**config.mk**
```make
export PLATFORM = sky130hd
export DESIGN_NAME = ram_fifo_ctrl_flat
export DESIGN_NICKNAME = d
export VERILOG_FILES = /design/src/rtl/ram_fifo_ctrl_if.sv /design/src/rtl/ram_fifo_ctrl.sv /design/src/flat_wrapper.sv
export SDC_FILE = /design/constraint.sdc
export NUM_CORES = 1
export LEC_CHECK = 0
export CAP_MARGIN = 20
export CORE_MARGIN = 2
export CORE_UTILIZATION = 45
export DETAILED_ROUTE_END_ITERATION = 6
export PLACE_DENSITY_LB_ADDON = 0.12
export SYNTH_ARGS = -nofsm -noshare
export SYNTH_HDL_FRONTEND = slang
export SYNTH_SLANG_ARGS = --single-unit
```
**constraint.sdc**
```tcl
create_clock -name clk -period 6.4 [get_ports clk]
set_input_delay 0.96 -clock clk [delete_from_list [all_inputs] [get_ports clk]]
set_output_delay 0.96 -clock clk [all_outputs]
set_load 0.01 [all_outputs]
```
**src/rtl/ram_fifo_ctrl_if.sv**
```systemverilog
// Stream-in, stream-out and RAM-side signals of the RAM-backed FWFT FIFO controller.
// The slave modport is the controller's view; master is the environment (producer, consumer, RAM).
interface ram_fifo_ctrl_if #(
  parameter int DATA_WIDTH = 24,
  parameter int ADDR_WIDTH = 9
) ();
  logic [DATA_WIDTH-1:0] s_data;
  logic                  s_valid;
  logic                  s_ready;
  logic [DATA_WIDTH-1:0] m_data;
  logic                  m_valid;
  logic                  m_ready;
  logic [DATA_WIDTH-1:0] ram_wdata;
  logic [ADDR_WIDTH-1:0] ram_waddr;
  logic                  ram_we;
  logic [ADDR_WIDTH-1:0] ram_raddr;
  logic                  ram_re;
  logic [DATA_WIDTH-1:0] ram_rdata;
  logic [ADDR_WIDTH+1:0] level;

  modport slave (
    input  s_data, s_valid, m_ready, ram_rdata,
    output s_ready, m_data, m_valid, ram_wdata, ram_waddr, ram_we, ram_raddr, ram_re, level
  );

  modport master (
    output s_data, s_valid, m_ready, ram_rdata,
    input  s_ready, m_data, m_valid, ram_wdata, ram_waddr, ram_we, ram_raddr, ram_re, level
  );
endinterface

```
**src/rtl/ram_fifo_ctrl.sv**
```systemverilog
// Turns a simple dual-port RAM into a FWFT stream FIFO; write-to-m_valid latency 2+RD_LATENCY cycles.
// s_ready drops only when the RAM is full (after the output buffer has filled); reads are credit-limited.
module ram_fifo_ctrl #(
  parameter int DATA_WIDTH = 24,
  parameter int ADDR_WIDTH = 9,
  parameter int RD_LATENCY = 1
) (
  input  logic           clk,
  input  logic           rst,
  ram_fifo_ctrl_if.slave bus
);
  localparam int DEPTH = 2 ** ADDR_WIDTH;
  localparam int OB    = RD_LATENCY + 2;
  localparam int CW    = $clog2(OB + 1) + 1;
  localparam int PW    = ADDR_WIDTH + 1;
  localparam int LW    = ADDR_WIDTH + 2;

  logic [PW-1:0]                  wptr_q, wptr_d, wvis_q, rptr_q, rptr_d;
  logic [PW-1:0]                  cnt_vis, cnt_next;
  logic                           s_ready_q, s_ready_d;
  logic [RD_LATENCY-1:0]          tag_q, tag_d;
  logic [RD_LATENCY:0]            tag_sh;
  logic [CW-1:0]                  ob_cnt_q, ob_cnt_d, inflight, wr_idx;
  logic [OB-1:0][DATA_WIDTH-1:0]  ob_q, ob_d;
  logic [LW-1:0]                  level_q, level_d;
  logic                           wr_en, rd_en, push, pop;

  always_comb begin
    wr_en    = bus.s_valid & s_ready_q;
    pop      = (ob_cnt_q != '0) & bus.m_ready;

    // Reads only see words written at least one edge ago (wvis_q lags wptr_q),
    // so a read never targets the address being written in the same cycle.
    cnt_vis  = wvis_q - rptr_q;
    inflight = '0;
    for (int i = 0; i < RD_LATENCY; i++) begin
      inflight = inflight + CW'(tag_q[i]);
    end
    rd_en    = (cnt_vis != '0) && ((ob_cnt_q + inflight) < CW'(OB));

    tag_sh   = {tag_q, rd_en};
    tag_d    = tag_sh[RD_LATENCY-1:0];
    push     = tag_sh[RD_LATENCY];

    wptr_d    = wptr_q + PW'(wr_en);
    rptr_d    = rptr_q + PW'(rd_en);
    cnt_next  = wptr_d - rptr_d;
    s_ready_d = (cnt_next != PW'(DEPTH));

    ob_d   = ob_q;
    wr_idx = pop ? (ob_cnt_q - CW'(1)) : ob_cnt_q;
    if (pop) begin
      for (int i = 0; i < OB - 1; i++) begin
        ob_d[i] = ob_q[i+1];
      end
    end
    if (push) begin
      for (int i = 0; i < OB; i++) begin
        if (CW'(i) == wr_idx) begin
          ob_d[i] = bus.ram_rdata;
        end
      end
    end
    ob_cnt_d = ob_cnt_q + CW'(push) - CW'(pop);
    level_d  = level_q + LW'(wr_en) - LW'(pop);
  end

  always_ff @(posedge clk or posedge rst) begin
    if (rst) begin
      wptr_q    <= '0;
      wvis_q    <= '0;
      rptr_q    <= '0;
      s_ready_q <= 1'b0;
      tag_q     <= '0;
      ob_cnt_q  <= '0;
      ob_q      <= '0;
      level_q   <= '0;
    end else begin
      wptr_q    <= wptr_d;
      wvis_q    <= wptr_q;
      rptr_q    <= rptr_d;
      s_ready_q <= s_ready_d;
      tag_q     <= tag_d;
      ob_cnt_q  <= ob_cnt_d;
      ob_q      <= ob_d;
      level_q   <= level_d;
    end
  end

  assign bus.s_ready   = s_ready_q;
  assign bus.m_valid   = (ob_cnt_q != '0);
  assign bus.m_data    = ob_q[0];
  assign bus.ram_wdata = bus.s_data;
  assign bus.ram_waddr = wptr_q[ADDR_WIDTH-1:0];
  assign bus.ram_we    = wr_en;
  assign bus.ram_raddr = rptr_q[ADDR_WIDTH-1:0];
  assign bus.ram_re    = rd_en;
  assign bus.level     = level_q;
endmodule

```
**src/flat_wrapper.sv**
```systemverilog
// flat-port wrapper written by rule: the top's interface ports become plain ports
module ram_fifo_ctrl_flat 
#(
  parameter int DATA_WIDTH = 24,
  parameter int ADDR_WIDTH = 9,
  parameter int RD_LATENCY = 1
)
  (clk, rst, bus_s_data, bus_s_valid, bus_m_ready, bus_ram_rdata, bus_s_ready, bus_m_data, bus_m_valid, bus_ram_wdata, bus_ram_waddr, bus_ram_we, bus_ram_raddr, bus_ram_re, bus_level);
  ram_fifo_ctrl_if #(.DATA_WIDTH(DATA_WIDTH), .ADDR_WIDTH(ADDR_WIDTH)) bus_i ();
  input  logic clk;
  input  logic rst;
  input wire logic [$bits(bus_i.s_data)-1:0] bus_s_data;
  input wire logic [$bits(bus_i.s_valid)-1:0] bus_s_valid;
  input wire logic [$bits(bus_i.m_ready)-1:0] bus_m_ready;
  input wire logic [$bits(bus_i.ram_rdata)-1:0] bus_ram_rdata;
  output wire logic [$bits(bus_i.s_ready)-1:0] bus_s_ready;
  output wire logic [$bits(bus_i.m_data)-1:0] bus_m_data;
  output wire logic [$bits(bus_i.m_valid)-1:0] bus_m_valid;
  output wire logic [$bits(bus_i.ram_wdata)-1:0] bus_ram_wdata;
  output wire logic [$bits(bus_i.ram_waddr)-1:0] bus_ram_waddr;
  output wire logic [$bits(bus_i.ram_we)-1:0] bus_ram_we;
  output wire logic [$bits(bus_i.ram_raddr)-1:0] bus_ram_raddr;
  output wire logic [$bits(bus_i.ram_re)-1:0] bus_ram_re;
  output wire logic [$bits(bus_i.level)-1:0] bus_level;
  assign bus_i.s_data = bus_s_data;
  assign bus_i.s_valid = bus_s_valid;
  assign bus_i.m_ready = bus_m_ready;
  assign bus_i.ram_rdata = bus_ram_rdata;
  assign bus_s_ready = bus_i.s_ready;
  assign bus_m_data = bus_i.m_data;
  assign bus_m_valid = bus_i.m_valid;
  assign bus_ram_wdata = bus_i.ram_wdata;
  assign bus_ram_waddr = bus_i.ram_waddr;
  assign bus_ram_we = bus_i.ram_we;
  assign bus_ram_raddr = bus_i.ram_raddr;
  assign bus_ram_re = bus_i.ram_re;
  assign bus_level = bus_i.level;
  ram_fifo_ctrl #(.DATA_WIDTH(DATA_WIDTH), .ADDR_WIDTH(ADDR_WIDTH), .RD_LATENCY(RD_LATENCY)) u_core (.clk(clk), .rst(rst), .bus(bus_i));
endmodule
```
# Yosys cells after proc, flatten, opt, wreduce, memory -nomap -nowiden
# Index checks and enable logic that the tools add are counted.
# Widths: inputs -> output; s select.
[word_totals] reg_bits=118 in_bits=52 output_inout_bits=81 elab_cells=35
[classes] addsub=9 magnitude_cmp=1 eq_ne=3 n_mux=5 bitwise_logic=2 n_reduce_logical=5
[ops] cell="$mux 48" n=2
[ops] cell="$mux 24" n=2
[ops] cell="$add 10x1->10" n=2
[ops] cell="$sub 10x10->10" n=2
[ops] cell="$add 11x1->11" n=1
[ops] cell="$sub 11x1->11" n=1
[ops] cell="$ne 10x10->1 const B" n=1
[ops] cell="$reduce_bool 10->1" n=1
[ops] cell="$add 3x1->3" n=1
[ops] cell="$eq 1x3->1 const A" n=1
[ops] cell="$eq 2x3->1 const A" n=1
[ops] cell="$logic_not 3->1" n=1
[ops] cell="$lt 3x2->1 const B" n=1
[ops] cell="$mux 3" n=1
[ops] cell="$reduce_bool 3->1" n=1
[ops] cell="$sub 3x1->3" n=1
[ops] cell="$sub 3x1->3 const B" n=1
[ops] cell="$and 1x1->1" n=2
[ops] cell="$reduce_and 2->1" n=1
[ops] cell="$logic_and 1x1->1" n=1

# Logic depth before layout (Yosys ltp)
[depth] depth_word=6 depth_mapped=20

# Least setup slack after synthesis
# No wires, ideal clock.
[synth_timing] kind="reg-to-reg" startpoint="reg u_core.rptr_q[1]" endpoint="reg u_core.s_ready_q (netlist: u_core.bus.s_ready)" arrival_ns=4.381 t_required_ns=6.264 slack_ns=1.883 stages_incl_launch_ff=21 synth_period_minus_slack_ns=4.517 cell_sequence="dfrtp_1 -> inv_1 -> ha_1 -> nor2b_1 -> o21a_1 -> o2111ai_2 -> nand3_1 -> a221oi_2 -> mux2i_1 -> a221oi_1 -> ha_1 -> ha_1 -> xnor2_1 -> ha_1 -> o21ai_0 -> a21oi_1 -> nor2_1 -> a21oi_1 -> o31a_4 -> a2111oi_4 -> nand4_1"
[synth_via] elab_chain_len=6
[synth_rtl] item="from (decl)" line="ram_fifo_ctrl.sv:18" text="logic [PW-1:0] wptr_q, wptr_d, wvis_q, rptr_q, rptr_d;"
[synth_rtl] item="from (signal assigned)" line="ram_fifo_ctrl.sv:81" text="rptr_q <= rptr_d;"
[synth_rtl] item="$sub 10x10->10" line="ram_fifo_ctrl.sv:34" text="cnt_vis = wvis_q - rptr_q;"
[synth_rtl] item="$reduce_bool 10->1" line="ram_fifo_ctrl.sv:39" text="rd_en = (cnt_vis != '0) && ((ob_cnt_q + inflight) < CW'(OB));"
[synth_rtl] item="$logic_and 1x1->1" line="ram_fifo_ctrl.sv:39"
[synth_rtl] item="net bus_ram_re" line="flat_wrapper.sv:23" text="output wire logic [$bits(bus_i.ram_re)-1:0] bus_ram_re;"
[synth_rtl] item="$add 10x1->10" line="ram_fifo_ctrl.sv:46" text="rptr_d = rptr_q + PW'(rd_en);"
[synth_rtl] item="$sub 10x10->10" line="ram_fifo_ctrl.sv:47" text="cnt_next = wptr_d - rptr_d;"
[synth_rtl] item="$ne 10x10->1" line="ram_fifo_ctrl.sv:48" text="s_ready_d = (cnt_next != PW'(DEPTH));"
[synth_rtl] item="net u_core.s_ready_d" line="ram_fifo_ctrl.sv:20" text="logic s_ready_q, s_ready_d;"
[synth_rtl] item="to (signal assigned)" line="ram_fifo_ctrl.sv:82" text="s_ready_q <= s_ready_d;"
[synth_rtl] item="to (decl)" line="ram_fifo_ctrl.sv:20"
# The timed path passes the listed nets, and every way through them passes these cells.
# A chain may end at the register's enable or synchronous reset.

# Worst setup path in the final report
[layout_timing] startpoint="reg u_core.rptr_q[1]" endpoint="reg u_core.s_ready_q (netlist: u_core.bus.s_ready)"
[layout_via] elab_chain_len=6
[layout_rtl] item="$sub 10x10->10" line="ram_fifo_ctrl.sv:34"
[layout_rtl] item="$reduce_bool 10->1" line="ram_fifo_ctrl.sv:39"
[layout_rtl] item="$logic_and 1x1->1" line="ram_fifo_ctrl.sv:39"
[layout_rtl] item="$add 10x1->10 (*)" line="ram_fifo_ctrl.sv:46"
[layout_rtl] item="$sub 10x10->10 (*)" line="ram_fifo_ctrl.sv:47"
[layout_rtl] item="$ne 10x10->1 (*)" line="ram_fifo_ctrl.sv:48"
[layout_rtl] item="net u_core.s_ready_d" line="ram_fifo_ctrl.sv:20"
# The timed path passes the listed nets; every way through them passes the cells marked *.

==> metrics.txt <==
multi-input logic area=roughly 2800 um2; initial antenna violation count=0; synth unique cells=58; # H-tree levels=4; IO buf count=84; Die W=~120 um; synthesized instance count=613; DIE AREA=15400 um2; CTS tree=built; Post-synth ARST share=1.00; max_slew headroom=0.375; Clk pin slew, worst setup/hold paths=50 ps; Leak=approximately 3.5 nW; clk sink count=118; Cell Rows=43; Core ar.=around 14000 um2; FILL cells=between 1000 and 1500; Sw Pwr=about 1.6 mW; Max Fclk=a little over 200 MHz; Vias/cell=around 5; PD cells=577 nW/um2; drt wl/cell=around 15 um; sequential power share=0.308; combinational share of power=0.490; P&R area growth vs syn=16.9%; HP Class=register to register; worst-skew pair later-pin latency=about 410 ps; Final Net Count=about 730; DP Area=about 7000 um2; Die Y=~120 um; initial core utilization=0.465; clock tree root buffer cell=clkbuf_16; critical path peak fanout=6; crit path kind=register to register; FF/Latch Area=a little under 3000 um2; power share of the clock group=0.203; post-CTS setup buffer count=0; number of diodes=0; GRT overflow=0; CP Capture Type=register; Reg2Reg Depth=20; synth top area cells=dfrtp_1 45%, buf_4 7.6%, mux2i_1 7.5%; first-pass GRT wire length=20500 um; RSZ-0062 raised after global routing=false; fin crit share=0.757; MaxCap Viol Count=0; largest net degree at the start of global routing=70; Top FF cell, synth=dfrtp_1; WHS=around 440 ps; crit path launch type=register; DP HPWL=about 8500 um; Final ANT Viol Nets=0; CTS Buffer Depth=2; GPL Wtd Cong=around 0.87; clock skew=~5.0 ps; VDD IR max=about 0.00036 V; Post-CTS Resized=0; most numerous cell in the Yosys netlist=dfrtp_1; final setup TNS=0 ps; drt total wl=12300 um; vias in the first global route=approximately 4200; synth cell count leaders=118 x dfrtp_1, 66 x buf_4, 60 x a21oi_1; Via Count=between 4000 and 5000; drt drc=0; Design Area, Final=7610 um2; Internal=2.78 mW; Final setup viols=0; Worst-Margin Slew=between 900 and 1000 ps; Syn Nets=around 700; fin. max-slew vios=0; Hold Vio Cnt, Final=0; Synth Area per Inst=10.6 um2; synth warn=0; register area share after synthesis=0.454; Iter 0 DRT Violations=about 270; fin util=0.544; Synth area leader=dfrtp_1; worst hold stages=0; first drt pass iteration count=6; Yosys top cell area share=0.454; status=finished clean; Reg2Reg Setup Slack=roughly 1600 ps; Final min period=4850 ps; EDFF count, synth=0; cts hold-fix bufs=0; Sw Ratio=0.367; Syn Std Cell Area=between 6000 and 7000 um2; Arrival @ worst endpoint=between 5000 and 6000 ps; Worst Path Required=between 6000 and 7000 ps; GRT Total Usage=0.167; fraction of layout cells with a size suffix above 1=0.113; number of CTS-inserted buffers=17; FF+latch count, synth=approximately 120; IO Pins=roughly 130
[layout make-up]
cell class | count | area share
clock buffers | 23 | 0.0641
clock inverters | 8 | 0.00970
inverters | 46 | 0.0230
multi-input cells | 365 | 0.368
flip-flops and latches | 118 | 0.388
well taps | 180 | 0.0296
repair buffers | 88 | 0.117
[metal layers]
layer / vias to the layer above / wire length [um] / global-route usage
met5: - / 0 / 0
met3: 39 / 587 / 0.0473
li1: 2072 / - / -
met2: 106 / 5730 / 0.256
met1: 2020 / 5620 / 0.214
met4: 0 / 396 / 0.0932
[kinds of logic (layout without fill, tap and decap cells)]
group	count (synthesis)	count (layout)	synth area share
buffers and inverters	130	165	0.117
muxes	73	73	0.117
and+or+nand+nor	128	128	0.0992
AOI/OAI and AO/OA	91	91	0.0869
adders and majority gates	39	39	0.0761
xor gates and xnor gates	34	34	0.0498
DFF	118	118	0.454
[power groups by stage]
stage          sequential, mW  combinational [mW]  clock [mW]
2_1_floorplan            1.30                1.69           0
3_3_place_gp             1.35                2.08           0
3_5_place_dp             1.36                2.15           0
4_1_cts                  1.35                2.16       0.913
5_1_grt                  1.40                2.39       0.948
6_report                 1.35                2.15       0.889
[state kept, by name (all words and copies together) (netlist names)]
| name | count |
|---|---|
| u_core.bus.level | 11 |
| u_core.wvis_q | 10 |
| u_core.ob_q | 48 |
| u_core.push | 1 |
| u_core.bus.s_ready | 1 |
| u_core.rptr_q | 10 |
| u_core.bus.m_data | 24 |
| u_core.wptr_q | 10 |
| u_core.ob_cnt_q | 3 |
[worst max-delay path, cell delays in order, from the launching register on]
cell,delay (ps)
dfrtp_1,430
inv_1,70
ha_1,300
nor2b_1,130
o21a_1,180
o2111ai_2,180
nand3_1,160
or3_1,370
a221oi_1,310
a221oi_1,190
ha_1,290
ha_1,240
xnor2_1,210
ha_1,270
o21ai_0,160
a21oi_1,70
nor2_1,270
a21oi_1,140
o31a_4,350
a2111oi_4,260
nand4_1,130
[cells in the final DEF (no fill, tap or decap), drive strengths merged, types with 2 or more instances in the layout]
master / instances
a211oi: 3
dfrtp: 118
ha: 38
mux2i: 49
a21o: 2
nand2: 13
mux2: 24
and3: 4
nand3: 11
a21oi: 60
nor3b: 2
nor2b: 6
nand3b: 2
or3: 4
a31oi: 3
nand2b: 6
a221oi: 3
clkbuf: 23
a21boi: 2
o21ai: 6
clkinvlp: 2
and4: 2
nor2: 59
o2111ai: 2
xnor2: 26
buf: 4
a2111oi: 2
inv: 46
o211ai: 2
nand4: 5
clkdlybuf4s50: 84
nor3: 6
nor4: 2
xor2: 8
clkinv: 5
[per-stage QoR]
| stage | power [mW] | std cells | setup WS, ps |
|---|---|---|---|
| after floorplan | 2.99 | 613 | 1880 |
| after global placement | 3.42 | 796 | 1720 |
| after detailed placement | 3.51 | 796 | 1560 |
| after CTS | 4.43 | 827 | 1530 |
| after global routing | 4.73 | 828 | 1130 |
| final | 4.39 | 828 | 1550 |
[worst paths after layout]
kind / startpoint / end
hold reg to reg: u_core.wptr_q[9] / u_core.wvis_q[9]
setup / recovery: u_core.rptr_q[1] / u_core.bus.s_ready
setup reg to reg: u_core.rptr_q[1] / u_core.bus.s_ready
min in group asynchronous: rst / u_core.bus.level[10]
hold / removal: u_core.wptr_q[9] / u_core.wvis_q[9]
max in group asynchronous: rst / u_core.ob_q[35]
Power figures use the tool's default switching activity.
